$ cat src/rtl/axi4lite_cmd_manager.sv
// AXI4-Lite manager: turns a command/response stream into single AXI4-Lite
// read or write transactions, one outstanding at a time. A watchdog turns a
// hung subordinate into a local error response (rsp_resp = 2'b11). A late B/R
// that arrives after such a timeout is drained silently before the next
// command is accepted.
module axi4lite_cmd_manager #(
    parameter int unsigned TIMEOUT_CYCLES = 1024,
    parameter logic [2:0]  PROT           = 3'b000
) (
    input  logic        aclk,
    input  logic        areset,
    input  logic        cmd_valid,
    output logic        cmd_ready,
    input  logic        cmd_write,
    input  logic [31:0] cmd_addr,
    input  logic [31:0] cmd_wdata,
    input  logic [3:0]  cmd_wstrb,
    output logic        rsp_valid,
    input  logic        rsp_ready,
    output logic [31:0] rsp_rdata,
    output logic [1:0]  rsp_resp,
    output logic [31:0] m_axi_lite_awaddr,
    output logic [2:0]  m_axi_lite_awprot,
    output logic        m_axi_lite_awvalid,
    input  logic        m_axi_lite_awready,
    output logic [31:0] m_axi_lite_wdata,
    output logic [3:0]  m_axi_lite_wstrb,
    output logic        m_axi_lite_wvalid,
    input  logic        m_axi_lite_wready,
    input  logic [1:0]  m_axi_lite_bresp,
    input  logic        m_axi_lite_bvalid,
    output logic        m_axi_lite_bready,
    output logic [31:0] m_axi_lite_araddr,
    output logic [2:0]  m_axi_lite_arprot,
    output logic        m_axi_lite_arvalid,
    input  logic        m_axi_lite_arready,
    input  logic [31:0] m_axi_lite_rdata,
    input  logic [1:0]  m_axi_lite_rresp,
    input  logic        m_axi_lite_rvalid,
    output logic        m_axi_lite_rready
);

    typedef enum logic [2:0] {
        ST_IDLE  = 3'd0,
        ST_WRITE = 3'd1,
        ST_WRESP = 3'd2,
        ST_READ  = 3'd3,
        ST_RDATA = 3'd4,
        ST_RSP   = 3'd5
    } state_t;

    localparam logic [1:0] RESP_TIMEOUT = 2'b11;

    state_t      state_r, state_next_s;
    logic [31:0] addr_r, wdata_r, rsp_rdata_r, wdog_r;
    logic [3:0]  wstrb_r;
    logic [1:0]  rsp_resp_r;
    logic        awvalid_r, wvalid_r, arvalid_r, bready_r, rready_r;
    logic        cmd_ready_r, rsp_valid_r, drain_wr_r, drain_rd_r;

    logic [31:0] addr_s, wdata_s, rsp_rdata_s, wdog_s;
    logic [3:0]  wstrb_s;
    logic [1:0]  rsp_resp_s;
    logic        awvalid_s, wvalid_s, arvalid_s, bready_s, rready_s;
    logic        cmd_ready_s, rsp_valid_s, drain_wr_s, drain_rd_s;

    logic cmd_accept_s, aw_done_s, w_done_s, b_hs_s, r_hs_s, timeout_s;

    assign cmd_accept_s = cmd_valid & cmd_ready_r;
    // A channel counts as done once its valid has dropped or it handshakes now.
    assign aw_done_s    = ~awvalid_r | m_axi_lite_awready;
    assign w_done_s     = ~wvalid_r  | m_axi_lite_wready;
    assign b_hs_s       = m_axi_lite_bvalid & bready_r;
    assign r_hs_s       = m_axi_lite_rvalid & rready_r;
    // >= so an overrun accumulated in WRITE/READ still fires once the
    // response phase is reached, even with the counter saturated.
    assign timeout_s    = (TIMEOUT_CYCLES != 32'd0) && (wdog_r >= TIMEOUT_CYCLES);

    assign cmd_ready          = cmd_ready_r;
    assign rsp_valid          = rsp_valid_r;
    assign rsp_rdata          = rsp_rdata_r;
    assign rsp_resp           = rsp_resp_r;
    assign m_axi_lite_awaddr  = addr_r;
    assign m_axi_lite_awprot  = PROT;
    assign m_axi_lite_awvalid = awvalid_r;
    assign m_axi_lite_wdata   = wdata_r;
    assign m_axi_lite_wstrb   = wstrb_r;
    assign m_axi_lite_wvalid  = wvalid_r;
    assign m_axi_lite_bready  = bready_r;
    assign m_axi_lite_araddr  = addr_r;
    assign m_axi_lite_arprot  = PROT;
    assign m_axi_lite_arvalid = arvalid_r;
    assign m_axi_lite_rready  = rready_r;

    // State register.
    always_ff @(posedge aclk) begin
        if (areset) begin
            state_r <= ST_IDLE;
        end else begin
            state_r <= state_next_s;
        end
    end

    // Next-state decode; a B/R handshake takes priority over a same-cycle timeout.
    always_comb begin
        state_next_s = state_r;
        case (state_r)
            ST_IDLE:  if (cmd_accept_s) state_next_s = cmd_write ? ST_WRITE : ST_READ;
                      else              state_next_s = ST_IDLE;
            ST_WRITE: if (aw_done_s && w_done_s) state_next_s = ST_WRESP;
                      else                       state_next_s = ST_WRITE;
            ST_WRESP: if (b_hs_s || timeout_s) state_next_s = ST_RSP;
                      else                     state_next_s = ST_WRESP;
            ST_READ:  if (m_axi_lite_arready) state_next_s = ST_RDATA;
                      else                    state_next_s = ST_READ;
            ST_RDATA: if (r_hs_s || timeout_s) state_next_s = ST_RSP;
                      else                     state_next_s = ST_RDATA;
            ST_RSP:   if (rsp_ready) state_next_s = ST_IDLE;
                      else           state_next_s = ST_RSP;
            default:  state_next_s = ST_IDLE;
        endcase
    end

    // Next values of every registered output, derived from state and next state.
    always_comb begin
        awvalid_s   = 1'b0;
        wvalid_s    = 1'b0;
        arvalid_s   = 1'b0;
        rsp_rdata_s = rsp_rdata_r;
        rsp_resp_s  = rsp_resp_r;
        case (state_r)
            ST_IDLE: begin
                awvalid_s = cmd_accept_s & cmd_write;
                wvalid_s  = cmd_accept_s & cmd_write;
                arvalid_s = cmd_accept_s & ~cmd_write;
            end
            ST_WRITE: begin
                awvalid_s = awvalid_r & ~m_axi_lite_awready;
                wvalid_s  = wvalid_r  & ~m_axi_lite_wready;
            end
            ST_READ: begin
                arvalid_s = arvalid_r & ~m_axi_lite_arready;
            end
            ST_WRESP: begin
                if (b_hs_s) begin
                    rsp_rdata_s = 32'd0;
                    rsp_resp_s  = m_axi_lite_bresp;
                end else if (timeout_s) begin
                    rsp_rdata_s = 32'd0;
                    rsp_resp_s  = RESP_TIMEOUT;
                end else begin
                    rsp_rdata_s = rsp_rdata_r;
                    rsp_resp_s  = rsp_resp_r;
                end
            end
            ST_RDATA: begin
                if (r_hs_s) begin
                    rsp_rdata_s = m_axi_lite_rdata;
                    rsp_resp_s  = m_axi_lite_rresp;
                end else if (timeout_s) begin
                    rsp_rdata_s = 32'd0;
                    rsp_resp_s  = RESP_TIMEOUT;
                end else begin
                    rsp_rdata_s = rsp_rdata_r;
                    rsp_resp_s  = rsp_resp_r;
                end
            end
            default: begin
                awvalid_s = 1'b0;
            end
        endcase
        // Drain flags: while set, ready is held and the channel is discarded.
        // Ready is 1 while draining, so bvalid/rvalid alone mark the handshake.
        drain_wr_s  = (drain_wr_r & ~m_axi_lite_bvalid) |
                      ((state_r == ST_WRESP) & ~b_hs_s & timeout_s);
        drain_rd_s  = (drain_rd_r & ~m_axi_lite_rvalid) |
                      ((state_r == ST_RDATA) & ~r_hs_s & timeout_s);
        bready_s    = (state_next_s == ST_WRESP) | drain_wr_s;
        rready_s    = (state_next_s == ST_RDATA) | drain_rd_s;
        cmd_ready_s = (state_next_s == ST_IDLE) & ~drain_wr_s & ~drain_rd_s;
        rsp_valid_s = (state_next_s == ST_RSP);
        addr_s      = cmd_accept_s ? cmd_addr : addr_r;
        wdata_s     = (cmd_accept_s & cmd_write) ? cmd_wdata : wdata_r;
        wstrb_s     = (cmd_accept_s & cmd_write) ? cmd_wstrb : wstrb_r;
        if ((state_r == ST_IDLE) || (state_r == ST_RSP)) begin
            wdog_s = 32'd0;
        end else if (wdog_r == 32'hFFFF_FFFF) begin
            wdog_s = wdog_r;
        end else begin
            wdog_s = wdog_r + 32'd1;
        end
    end

    // Output and datapath registers.
    always_ff @(posedge aclk) begin
        if (areset) begin
            awvalid_r   <= 1'b0;
            wvalid_r    <= 1'b0;
            arvalid_r   <= 1'b0;
            bready_r    <= 1'b0;
            rready_r    <= 1'b0;
            cmd_ready_r <= 1'b1;
            rsp_valid_r <= 1'b0;
            rsp_rdata_r <= 32'd0;
            rsp_resp_r  <= 2'b00;
            addr_r      <= 32'd0;
            wdata_r     <= 32'd0;
            wstrb_r     <= 4'd0;
            wdog_r      <= 32'd0;
            drain_wr_r  <= 1'b0;
            drain_rd_r  <= 1'b0;
        end else begin
            awvalid_r   <= awvalid_s;
            wvalid_r    <= wvalid_s;
            arvalid_r   <= arvalid_s;
            bready_r    <= bready_s;
            rready_r    <= rready_s;
            cmd_ready_r <= cmd_ready_s;
            rsp_valid_r <= rsp_valid_s;
            rsp_rdata_r <= rsp_rdata_s;
            rsp_resp_r  <= rsp_resp_s;
            addr_r      <= addr_s;
            wdata_r     <= wdata_s;
            wstrb_r     <= wstrb_s;
            wdog_r      <= wdog_s;
            drain_wr_r  <= drain_wr_s;
            drain_rd_r  <= drain_rd_s;
        end
    end

endmodule

$ cat config.mk
export PLATFORM = sky130hd
export DESIGN_NAME = axi4lite_cmd_manager
export DESIGN_NICKNAME = d
export VERILOG_FILES = /design/src/rtl/axi4lite_cmd_manager.sv
export SDC_FILE = /design/constraint.sdc
export NUM_CORES = 1
export LEC_CHECK = 0
export ABC_AREA = 1
export CAP_MARGIN = 20
export CORE_MARGIN = 2
export CORE_UTILIZATION = 35
export DETAILED_ROUTE_END_ITERATION = 10
export GPL_TIMING_DRIVEN = 0
export PLACE_DENSITY = 0.65
export SETUP_SLACK_MARGIN = 0.4
export SKIP_LAST_GASP = 1
export SLEW_MARGIN = 20
export SYNTH_ARGS = -nofsm -noshare
export SYNTH_HDL_FRONTEND = slang
export SYNTH_SLANG_ARGS = --single-unit
$ cat constraint.sdc
create_clock -name aclk -period 2.1 [get_ports aclk]
set_input_delay 0.42 -clock aclk [delete_from_list [all_inputs] [get_ports aclk]]
set_output_delay 0.42 -clock aclk [all_outputs]
set_load 0.05 [all_outputs]
== After elaboration in Yosys (flattened, before gate mapping) ==
Index checks and enable logic that the tools add are counted.
Operators by class
  add/sub/neg operators: 1
  multiply operators: 0
  div/mod/pow operators: 0
  order comparisons: 1
  equal/unequal tests: 9
  shift-type cells: 0
  multiplexer cells: 19
  bitwise gates (word level): 34
  reduce and logical (&&, ||, !) cells: 8
Operator list (number)
  2-to-1 mux 32 bit: 3
  case mux 32 bit (2 select lines): 1
  adder 32 x 1 -> 32 bit (second input constant): 1
  == test 32 bit (second input constant): 1
  >= comparator 32 x 11 -> 1 bit (second input constant): 1
  case mux 3 bit (6 select lines): 1
  AND 1 bit: 16
  == test 3 bit (second input constant): 4
  2-to-1 mux 2 bit: 6
  inverter 1 bit: 12
  == test 3 x 2 -> 1 bit (second input constant): 3
  2-to-1 mux 3 bit: 3
  zero test 3 bit: 2
  OR 1 bit: 6
  case mux 1 bit (2 select lines): 3
  case mux 2 bit (2 select lines): 1
  == test 3 x 1 -> 1 bit (second input constant): 1
  logical OR 1 bit: 3
  nonzero test 2 bit: 1
  OR reduction 2 bit: 1
  logical AND 1 bit: 1
  2-to-1 mux 1 bit: 1
Storage, ports and cells
  register bits: 146
  bits in latches: 0
  bits in writable memories: 0
  bits in read-only memories: 0
  bits of input ports: 114
  output and inout port bits: 147
  memories kept: 0

== Depth between registers and ports, before layout ==
  depth after elaboration: 8
  gate-level depth with buffers: 11

== Worst setup path before layout ==
No wires, ideal clock.
  path type: reg-to-reg
  start point: register cmd_ready_r (netlist: cmd_ready)
  end point: register cmd_ready_r (netlist: cmd_ready)
  arrival: 1.584 ns
  slack: 0.394 ns
  cell stages (with the launch flop): 11
  buffers on the path: 0
  period minus slack after synthesis: 1.706 ns
  cell sequence: dfxtp_1 > nand2_1 > inv_2 > nand2_1 > or2_2 > nand2_1 > nor2_1 > nand2_1 > nor2_1 > nand2_1 > nand2_1
Between the ends
  word-level cells in the longest chain between the ends: 6
RTL lines
  start: declaration: line 59  | logic cmd_ready_r, rsp_valid_r, drain_wr_r, drain_rd_r;
  start signal: assignment: line 218  | cmd_ready_r <= cmd_ready_s;
  AND 1 bit: line 69  | assign cmd_accept_s = cmd_valid & cmd_ready_r;
  2-to-1 mux 2 bit: line 108  | ST_IDLE: if (cmd_accept_s) state_next_s = cmd_write ? ST_WRITE : ST_READ;
  case mux 3 bit (6 select lines): line 107  | case (state_r)
  zero test 3 bit: line 180  | cmd_ready_s = (state_next_s == ST_IDLE) & ~drain_wr_s & ~drain_rd_s;
  AND 1 bit (2 in a row): line 180
No other way between the ends.
A chain may end at the register's enable or synchronous reset.

== Final worst setup path ==
  start point: register addr_r[0] (netlist: m_axi_lite_araddr[0])
  end point: output port m_axi_lite_araddr[0]
RTL lines
  start: declaration: line 55  | logic [31:0] addr_r, wdata_r, rsp_rdata_r, wdog_r;
  start signal: assignment: line 222  | addr_r <= addr_s;
  end: declaration: line 33  | output logic [31:0] m_axi_lite_araddr,
No word-level cell between the ends.

==> metrics.yaml <==
power:
  pwr-share-seq_pct: 34.6
  p_sw_w: 0.00319
  power.share.combinational_pct: 29.5
  swShare_pct: 35.2
  clkPwrFrac_pct: 35.8
  p_int_w: 0.00587
  ir_drop_uv: 577
  p_leak_nw: 4.35
  powerDensity_mw_per_mm2: 840
route:
  drt_iter0_markers: 309
  drc: 0
  num_vias: 7178
  postRouteWirelength_mm: 22.1
  dr.pass1.iters: 5
  wl_per_cell_um: 14.3
  via_per_inst: 4.64
  antenna_left: 0
clock_tree:
  cts_sinks: 146
  htreeDepth: 4
  cts_tree: "done"
  numCtsBuffers: 17
  clkLatencyLatePin_ns: 0.43
  clockRootBuffer: "clkbuf_16"
  cts.clk_slew.worst_paths_ns: 0.06
  ctsHoldBuffers: 0
  cts_buffer_depth: 2
synth:
  synth.area.top_cells: "dfxtp_1 (41%), nand2_1 (10%), nor2_1 (8.2%)"
  ys_warn_count: 0
  yosysTopAreaCell: "dfxtp_1"
  synth_cell_type_count: 38
  syn_inst: 982
  ys_seq_elements: 146
  syn_area_mm2: 0.00718
  synth-seq-area-share_pct: 40.7
  syn_avg_cell_area_um2: 7.31
  yosys.area.top_type_share_pct: 40.7
cells_and_area:
  diodes: 0
  multi_input_area_mm2: 0.00354
  finalNetCount: 1380
  final_cell_mix: "nand2_1 (193), nor2_1 (151), dfxtp_1 (140), clkdlybuf4s50_1 (113), clkdlybuf4s15_2 (95)"
  drive_gt1_share_pct: 28.4
  fin_area_mm2: 0.0108
  fin_util_pct: 53.5
  area_growth_pct: 50.3
  layout_commonest_cell: "nand2_1"
  nFillCells: 1963
  regArea_mm2: 0.00294
worst_setup_path:
  startpoint: "m_axi_lite_araddr[0]"
  critPathArrivalTime_ns: 1.25
  crit_chain: "clkdlybuf4s15_2"
  cpLargestDelayFamily: "flip-flops"
  crit_fanout: 3
  critical_path_class: "reg2out"
  cp.buffers_inverters: 1
  max_stage_delay_ns: 0.43
  cp-end-kind: "output port"
  startpoint_type: "register"
  worstReg2RegStart: "wdog_r[16]"
  slowest_stage: "dfxtp_1"
  cp.required_ns: 1.68
floorplan:
  io_pins: 261
  rows: 52
  core_mm2: 0.0202
  initial_core_util_pct: 35.6
  dieArea_mm2: 0.0217
  fp.dieH_um: 147
  chipWidth_um: 147
global_route:
  grt_pass1_vias: 6843
  grt_pass1_wl_mm: 35.5
  track_usage_pct: 20.4
  grt_max_degree: 17
  antenna_found_initial: 0
  grt-ovfl-total: 0
place:
  routabilityCongestion: 0.884
  io_buffers: 254
  hpwl_mm: 16.7
  placed_cell_area_mm2: 0.0101
timing:
  period_minus_slack_ns: 1.67
  fin_worst_skew_ns: 0.00993
  drv_slew: 0
  rsz0062_at_grt: "true"
  finalHoldViolations: 0
  max_freq_mhz: 597
  setup_violations: 0
  finalCritPeriodShare_pct: 79.7
worst_hold_path:
  hp-class: "reg2reg"
  hold_start: "rsp_resp[0]"
outcome:
  run_status: "finished, final reports clean"
flow_run:
  cap_violations: 0
## synth_stat cells (all sizes together)
cell      n
a21oi   114
a31oi     6
buf      65
clkbuf   22
clkinv    1
conb      1
dfxtp   146
ha        2
inv      70
nand2   201
nand3    99
nand3b    3
nand4     8
nor2    163
nor3     18
nor4      1
o21ai    40
o21bai    1
o22ai     2
or2       7
xnor2     3
xor2      9
## worst paths after layout
kind	slack (ns)	to	depth (start not counted)
setup / recovery	0.43	m_axi_lite_araddr[0]	1
hold / removal	0.44	rsp_resp[0]	2
setup reg to reg	0.50	cmd_ready	9
hold reg to reg	0.44	rsp_resp[0]	2
## through the flow
step	cells	worst slack [ns]	power (W)	hold WS (ns)	setup TNS [ns]
final	1546	0.426	0.00906	0.442	0
after global routing	1546	0.363	0.00948	0.478	0
after CTS	1544	0.334	0.00917	0.445	0
after detailed placement	1511	-0.158	0.00601	0.436	-7.65
after global placement	1511	-0.146	0.00599	0.436	-7.56
after floorplan	987	0.534	0.00499	0.480	0
## worst register-to-register path, stage by stage (launching register included)
cell,delay [ns]
dfxtp_1,0.37
nor2_1,0.13
nand2_1,0.09
nor2_4,0.22
nand4_4,0.16
nand2_8,0.15
nand3_2,0.11
nor2_1,0.13
nand2_1,0.12
nand2_1,0.07
## logic make-up after synthesis
logic type,after synthesis,share of synthesized area (%)
AOI/OAI and AO/OA,163,13.1
xor gates and xnor gates,12,1.46
adders and majority gates,2,0.349
buffers and inverters,158,11.7
DFF,146,40.7
other,1,0.0523
and+or+nand+nor,500,32.6
## power groups by stage
stage / sequential [W] / clock [W] / combinational, W
after floorplan: 0.00379 / 0 / 0.00120
after global placement: 0.00318 / 0 / 0.00281
after detailed placement: 0.00319 / 0 / 0.00282
after CTS: 0.00313 / 0.00331 / 0.00273
after global routing: 0.00316 / 0.00347 / 0.00285
final: 0.00314 / 0.00325 / 0.00268
## sequential cells by signal, indices dropped and copies added, names as in the netlist
register / flops
cmd_ready: 1
drain_rd_r: 1
drain_wr_r: 1
m_axi_lite_araddr: 32
m_axi_lite_arvalid: 1
m_axi_lite_awvalid: 1
m_axi_lite_bready: 1
m_axi_lite_rready: 1
m_axi_lite_wdata: 32
m_axi_lite_wstrb: 4
m_axi_lite_wvalid: 1
rsp_rdata: 32
rsp_resp: 2
rsp_valid: 1
state_r: 3
wdog_r: 32
## per-layer routing
metal | global-route usage (%) | routed length [um] | up-vias | share of wire (%)
met4 | 6.39 | 357 | 0 | 1.6
met1 | 25.7 | 9900 | 3267 | 45
li1 | - | - | 3701 | -
met3 | 5.75 | 1290 | 21 | 5.8
met2 | 34.1 | 10600 | 189 | 48
met5 | 0 | 0 | - | 0
## what timing repair did
action / CTS / global route
pin swaps: 1 / 6
resized for setup: 441 / 106
endpoints found under the setup margin: 242 / 142
setup buffers: 2 / 2
## area by class of cell
| type | instances | share of cell area, % |
|---|---|---|
| tap | 270 | 3.13 |
| clock buffer | 19 | 4.11 |
| sequential | 146 | 27.2 |
| inverter | 71 | 2.53 |
| multi-input combinational | 683 | 32.8 |
| buffer | 87 | 5.73 |
| clock inverter | 12 | 1.67 |
| timing repair buffer | 258 | 22.8 |
(Power assumes the default switching activity.)
